==> config.mk <==
export PLATFORM = sky130hd
export DESIGN_NAME = hsv_out_ctrl
export DESIGN_NICKNAME = d
export VERILOG_FILES = /design/src/rtl/hsv_out_ctrl.sv
export SDC_FILE = /design/constraint.sdc
export NUM_CORES = 1
export LEC_CHECK = 0
export BUFFER_PORTS_ARGS = -buffer_cell sky130_fd_sc_hd__clkbuf_2
export CORE_ASPECT_RATIO = 1.1
export CORE_MARGIN = 2
export CORE_UTILIZATION = 60
export DETAILED_ROUTE_END_ITERATION = 8
export PLACE_DENSITY_LB_ADDON = 0.05
export SYNTH_ARGS = -nofsm -noshare
export SYNTH_HDL_FRONTEND = slang
export SYNTH_SLANG_ARGS = --single-unit
==> constraint.sdc <==
create_clock -name clk -period 5.1 [get_ports clk]
set_input_delay 1.02 -clock clk [delete_from_list [all_inputs] [get_ports clk]]
set_output_delay 1.02 -clock clk [all_outputs]
set_load 0.05 [all_outputs]
==> src/rtl/hsv_out_ctrl.sv <==
// Output FIFO controller for the H/S/V pixel datapath: buffers tri_done results and hands them downstream.
// Optional statistics counters (pix_cnt, drop_cnt) are built when HSV_OUT_STATS_EN is defined.
module hsv_out_ctrl #(
    parameter int H_W   = 9,
    parameter int SV_W  = 8,
    parameter int DEPTH = 4
) (
    input  logic                     clk,
    input  logic                     rst_n,
    input  logic                     tri_done,
    input  logic [H_W-1:0]           H_in,
    input  logic [SV_W-1:0]          S_in,
    input  logic [SV_W-1:0]          V_in,
    input  logic                     out_ready,
    output logic                     out_valid,
    output logic [H_W-1:0]           H_out,
    output logic [SV_W-1:0]          S_out,
    output logic [SV_W-1:0]          V_out,
    output logic                     stall,
    output logic                     overflow,
`ifdef HSV_OUT_STATS_EN
    output logic [15:0]              pix_cnt,
    output logic [7:0]               drop_cnt,
`endif
    output logic [$clog2(DEPTH):0]   level
);

    localparam int PTR_W   = $clog2(DEPTH);
    localparam int CNT_W   = PTR_W + 1;
    localparam int ENTRY_W = H_W + 2 * SV_W;
    localparam logic [CNT_W-1:0] FULL_CNT  = CNT_W'(DEPTH);
    localparam logic [CNT_W-1:0] STALL_CNT = CNT_W'(DEPTH - 1);

    logic [PTR_W-1:0]   wr_ptr_q, wr_ptr_d;
    logic [PTR_W-1:0]   rd_ptr_q, rd_ptr_d;
    logic [CNT_W-1:0]   count_q, count_d;
    logic               overflow_q, overflow_d;
    logic [ENTRY_W-1:0] mem_q [DEPTH];

    logic               empty;
    logic               full;
    logic               push;
    logic               pop;
    logic               drop;
    logic [ENTRY_W-1:0] wr_entry;
    logic [ENTRY_W-1:0] head_data;

    // Handshake: a head entry transfers on any rising edge where out_valid && out_ready;
    // out_valid never depends on out_ready, and the head holds while out_valid && !out_ready.
    always_comb begin
        empty    = (count_q == '0);
        full     = (count_q == FULL_CNT);
        pop      = !empty && out_ready;
        push     = tri_done && (!full || pop);
        drop     = tri_done && !push;
        wr_entry = {H_in, S_in, V_in};
    end

    always_comb begin
        wr_ptr_d   = wr_ptr_q;
        rd_ptr_d   = rd_ptr_q;
        count_d    = count_q;
        overflow_d = overflow_q | drop;
        if (push) begin
            wr_ptr_d = wr_ptr_q + PTR_W'(1);
        end
        if (pop) begin
            rd_ptr_d = rd_ptr_q + PTR_W'(1);
        end
        case ({push, pop})
            2'b10:   count_d = count_q + CNT_W'(1);
            2'b01:   count_d = count_q - CNT_W'(1);
            default: count_d = count_q;
        endcase
    end

    always_ff @(posedge clk or negedge rst_n) begin
        if (!rst_n) begin
            wr_ptr_q   <= '0;
            rd_ptr_q   <= '0;
            count_q    <= '0;
            overflow_q <= 1'b0;
        end else begin
            wr_ptr_q   <= wr_ptr_d;
            rd_ptr_q   <= rd_ptr_d;
            count_q    <= count_d;
            overflow_q <= overflow_d;
        end
    end

    // Storage is not reset; outputs are gated by empty instead, so stale entries never leak.
    always_ff @(posedge clk) begin
        if (push) begin
            mem_q[wr_ptr_q] <= wr_entry;
        end
    end

    always_comb begin
        head_data = empty ? '0 : mem_q[rd_ptr_q];
        out_valid = !empty;
        {H_out, S_out, V_out} = head_data;
        stall     = (count_q >= STALL_CNT);
        overflow  = overflow_q;
        level     = count_q;
    end

`ifdef HSV_OUT_STATS_EN
    logic [15:0] pix_cnt_q, pix_cnt_d;
    logic [7:0]  drop_cnt_q, drop_cnt_d;

    always_comb begin
        pix_cnt_d  = pix_cnt_q;
        drop_cnt_d = drop_cnt_q;
        if (pop) begin
            pix_cnt_d = pix_cnt_q + 16'd1;
        end
        // Drop counter saturates so a long overflow burst still reads as "many".
        if (drop && (drop_cnt_q != 8'hFF)) begin
            drop_cnt_d = drop_cnt_q + 8'd1;
        end
    end

    always_ff @(posedge clk or negedge rst_n) begin
        if (!rst_n) begin
            pix_cnt_q  <= '0;
            drop_cnt_q <= '0;
        end else begin
            pix_cnt_q  <= pix_cnt_d;
            drop_cnt_q <= drop_cnt_d;
        end
    end

    assign pix_cnt  = pix_cnt_q;
    assign drop_cnt = drop_cnt_q;
`else
    // Statistics counters are not built in this configuration.
`endif

    a_count_bound: assert property (@(posedge clk) disable iff (!rst_n)
        count_q <= FULL_CNT);

    a_head_hold: assert property (@(posedge clk) disable iff (!rst_n)
        (out_valid && !out_ready) |=> $stable(head_data));

    a_overflow_sticky: assert property (@(posedge clk) disable iff (!rst_n)
        overflow_q |=> overflow_q);

endmodule
### After elaboration in Yosys (flattened, before gate mapping)

Memory sizes are Yosys's and may differ from the RTL's.
Index checks and enable logic that the tools add are counted.

* logic and storage cells: 27
* memories kept: 1
* bits in registers: 8
* bits in writable memories: 100
* bits of input ports: 29

Memory list
* mem_q: words 4, width 25, read ports 1, clocked after memory_dff 0, write ports 1, line 38 `logic [ENTRY_W-1:0] mem_q [DEPTH];`

* reduce and logical (&&, ||, !) cells: 9
* add/subtract/negate cells: 4
* equal/unequal tests: 3
* bitwise operators: 1
* mux-type cells: 4
* magnitude comparators: 1

Operators by type and width (count)
* two-way mux 25 bit: 1
* case mux 3 bit (2 select lines): 1
* adder 2 x 1 -> 2 bit (second input constant): 2
* adder 3 x 1 -> 3 bit (second input constant): 1
* equality test 3 bit (second input constant): 1
* >= comparator 3 x 2 -> 1 bit (second input constant): 1
* logical AND 1 bit: 3
* zero test 1 bit: 3
* zero test 3 bit: 1
* subtractor 3 x 1 -> 3 bit (second input constant): 1
* equality test 2 x 1 -> 1 bit (second input constant): 1
* equality test 2 bit (second input constant): 1
* two-way mux 1 bit: 2
* nonzero test 2 bit: 1
* logical OR 1 bit: 1
* OR 1 bit: 1

### Logic depth before layout (Yosys ltp)

* word-level depth: 8
* depth in mapped cells: 7

### Worst setup path before layout

OpenSTA, ideal clock, no wires.

* kind: register to output
* start point: register count_q[0], in the netlist level[0]
* end point: output stall
* data required time: 4080 ps
* stages on the path, launching flop included: 3
* arrival: 1984 ps
* path slack: 2096 ps
* cell sequence: dfrtp_1 -> inv_1 -> o21ai_0

* word-level cells in the longest chain between the ends: 1

RTL lines
* start, declared: line 36 `logic [CNT_W-1:0] count_q, count_d;`
* start signal, assigned: line 86 `count_q <= count_d;`
* >= comparator 3 x 2 -> 1 bit: line 102 `stall = (count_q >= STALL_CNT);`
* end, declared: line 19 `output logic stall,`

No other way between the ends.

### Worst setup path in the final report

* start point: register rd_ptr_q[0]
* end point: output H_out[4]

* word-level cells in the longest chain between the ends: 2

RTL lines
* start, declared: line 35 `logic [PTR_W-1:0] rd_ptr_q, rd_ptr_d;`
* start signal, assigned: line 85 `rd_ptr_q <= rd_ptr_d;`
* memory (4 x 25 bit)
* two-way mux 25 bit: line 99 `head_data = empty ? '0 : mem_q[rd_ptr_q];`
* end, declared: line 16 `output logic [H_W-1:0] H_out,`

No other way between the ends.

==> out/qor.yml <==
status: "completed"
clkLatencyLatePin_ns: 0.35
synthXorXnorAreaFrac: 0.0100
ctsHtreeMaxLevel: 3
cts_hold_buffers: 0
endpoint_kind: "output pin"
ant_nets: 0
drt_iter0_drc: 136
grt_max_degree: 30
avgSynthCellArea_um2: 20.5
synth_mux_area_frac: 0.138
area_growth_pct: 12.2
period_share: 0.668
critPathMaxStageDelay_ns: 0.94
grt_pass1_vias: 2136
crit_family: "flip-flops"
hp-class: "input pin to async pin"
cp.arrival_ns: 2.38
critPathLaunchType: "register"
cts_tree: "yes"
num_rows: 32
chipWidth_um: 85.3
r2r_end: "level[2]"
nFillCells: 470
min_period_ns: 3.40
clock-sinks: 108
yosys-top-cells-area: "edfxtp_1, mux4_2, dfrtp_1"
synth_top_family_by_area: "multiplexers"
cts_setup_buffers: 0
seq_area_mm2: 0.00320
antenna_found_initial: 0
ys_ff_latch: 108
layout_commonest_cell: "edfxtp_1"
reg2regPathDepth: 6
nets: 311
synth_compound_area_frac: 0.0189
num_vias: 2105
ff2ff_setup_slack_ns: 2.31
fp.dieH_um: 93.5
hold_viol: 0
wl_um: 6850
initial_utilization: 0.619
cts_root_buf: "clkbuf_8"
port_buffers: 59
ys_seq_area_frac: 0.734
cap_violations: 0
clock_path_buffers: 2
r2r_start: "level[2]"
dp_hpwl_um: 4060
rsz0062_at_grt: "false"
place_congestion: 0.827
critical-path-slowest-cell: "dfrtp_2"
track_usage: 0.191
fin_skew_ns: 0.0110
grt_pass1_wl_um: 11200
syn_nets: 247
max_slew_margin: 0.370
dr.pass1.iters: 4
pin_count: 60
worstPathMaxFanout: 27
core_area_mm2: 0.00705
layout_common_cells: "edfxtp_1, clkbuf_2, and2_1, mux4_2, clkbuf_8"
worstPathRequired_ns: 4.08
cts.clk_slew.worst_paths_ns: 0.10
drive_gt1_frac: 0.348
worst-path-buf-inv: 1
ys_warn_count: 0
report.final.slew_viol_count: 0
worst_slew_pin_slew_ns: 0.944
diodes: 0
synthAdderAreaFrac: 0.0161
wire_per_inst_um: 18.7
setup_viol: 0
yosysTopAreaCellShare: 0.688
postCtsResizedCells: 0
synth.largest_area_cell: "edfxtp_1"
multi_input_comb_area_mm2: 0.00104
numCtsBuffers: 9
vias_per_cell: 5.74
path_class: "register to output pin"
setup_tns_ns: 0
worstPathCellList: "mux4_1, and2_1, clkbuf_2"
syn_inst: 213
grt-ovfl-total: 0
max_freq_mhz: 294
drc_errors: 0
syn_area_mm2: 0.00437
dieArea_mm2: 0.00797
yosys.area_share.simple: 0.0553
ys_types: 33
area by class of cell:
type | count | area share
Multi-Input combinational cell | 87 | 0.212
Tap cell | 85 | 0.0217
Inverter | 7 | 0.00536
Timing Repair Buffer | 64 | 0.0679
Clock inverter | 6 | 0.0130
Clock buffer | 10 | 0.0260
Sequential cell | 108 | 0.654
metal layers:
metal  wire length, µm  track usage
met2              3450        0.300
met4                72       0.0675
met3               306       0.0388
met1              3020        0.271
met5                 0            0
state kept, by name (all words and copies together) (netlist names):
signal	count
level	3
mem_q	100
overflow	1
rd_ptr_q	2
wr_ptr_q	2
cells in the mapped netlist (all sizes together):
cell type	n
a22oi	1
nor3	1
a21o	1
nand3b	1
a31oi	1
mux2	1
o32ai	1
or3	1
dfrtp	8
edfxtp	100
and2	29
o211ai	1
xor2	2
nor2b	1
a32o	1
xnor2	3
o21ai	3
or3b	1
clkbuf	2
mux4	25
fa	1
o21ba	1
buf	9
nand3	3
nand2	1
inv	7
a41o	1
nor2	2
ha	4
kinds of logic (layout without fill, tap and decap cells):
family                   after synthesis  after routing
AO/OA/AOI/OAI                         11             11
buffers and inverters                 18             87
AND/OR/NAND/NOR                       40             40
XOR/XNOR                               5              5
multiplexers                          26             26
flip-flops                           108            108
adder cells (fa/ha/maj)                5              5
stage by stage:
| stage | std cells | area, µm² | hold WS (ns) | util | setup slack [ns] |
|---|---|---|---|---|---|
| detailed placement | 351 | 4710 | 0.487 | 0.668 | 2.03 |
| finish | 367 | 4900 | 0.494 | 0.695 | 1.70 |
| global route | 367 | 4900 | 0.486 | 0.695 | 1.52 |
| floorplan | 213 | 4370 | 0.534 | - | 2.10 |
| CTS | 367 | 4900 | 0.487 | 0.695 | 1.64 |
| global placement | 351 | 4710 | 0.464 | 0.668 | 2.06 |
worst max path at each step:
stage                     start        to  depth (start not counted)
floorplan              level[0]     stall                          2
global placement    rd_ptr_q[0]  H_out[2]                          3
detailed placement  rd_ptr_q[0]  H_out[4]                          3
CTS                 rd_ptr_q[0]  H_out[4]                          3
global route        rd_ptr_q[0]  H_out[4]                          3
finish              rd_ptr_q[0]  H_out[4]                          3
Power is not shown: default switching activity piles up to over one toggle a cycle in this logic, so the estimate is an artifact.
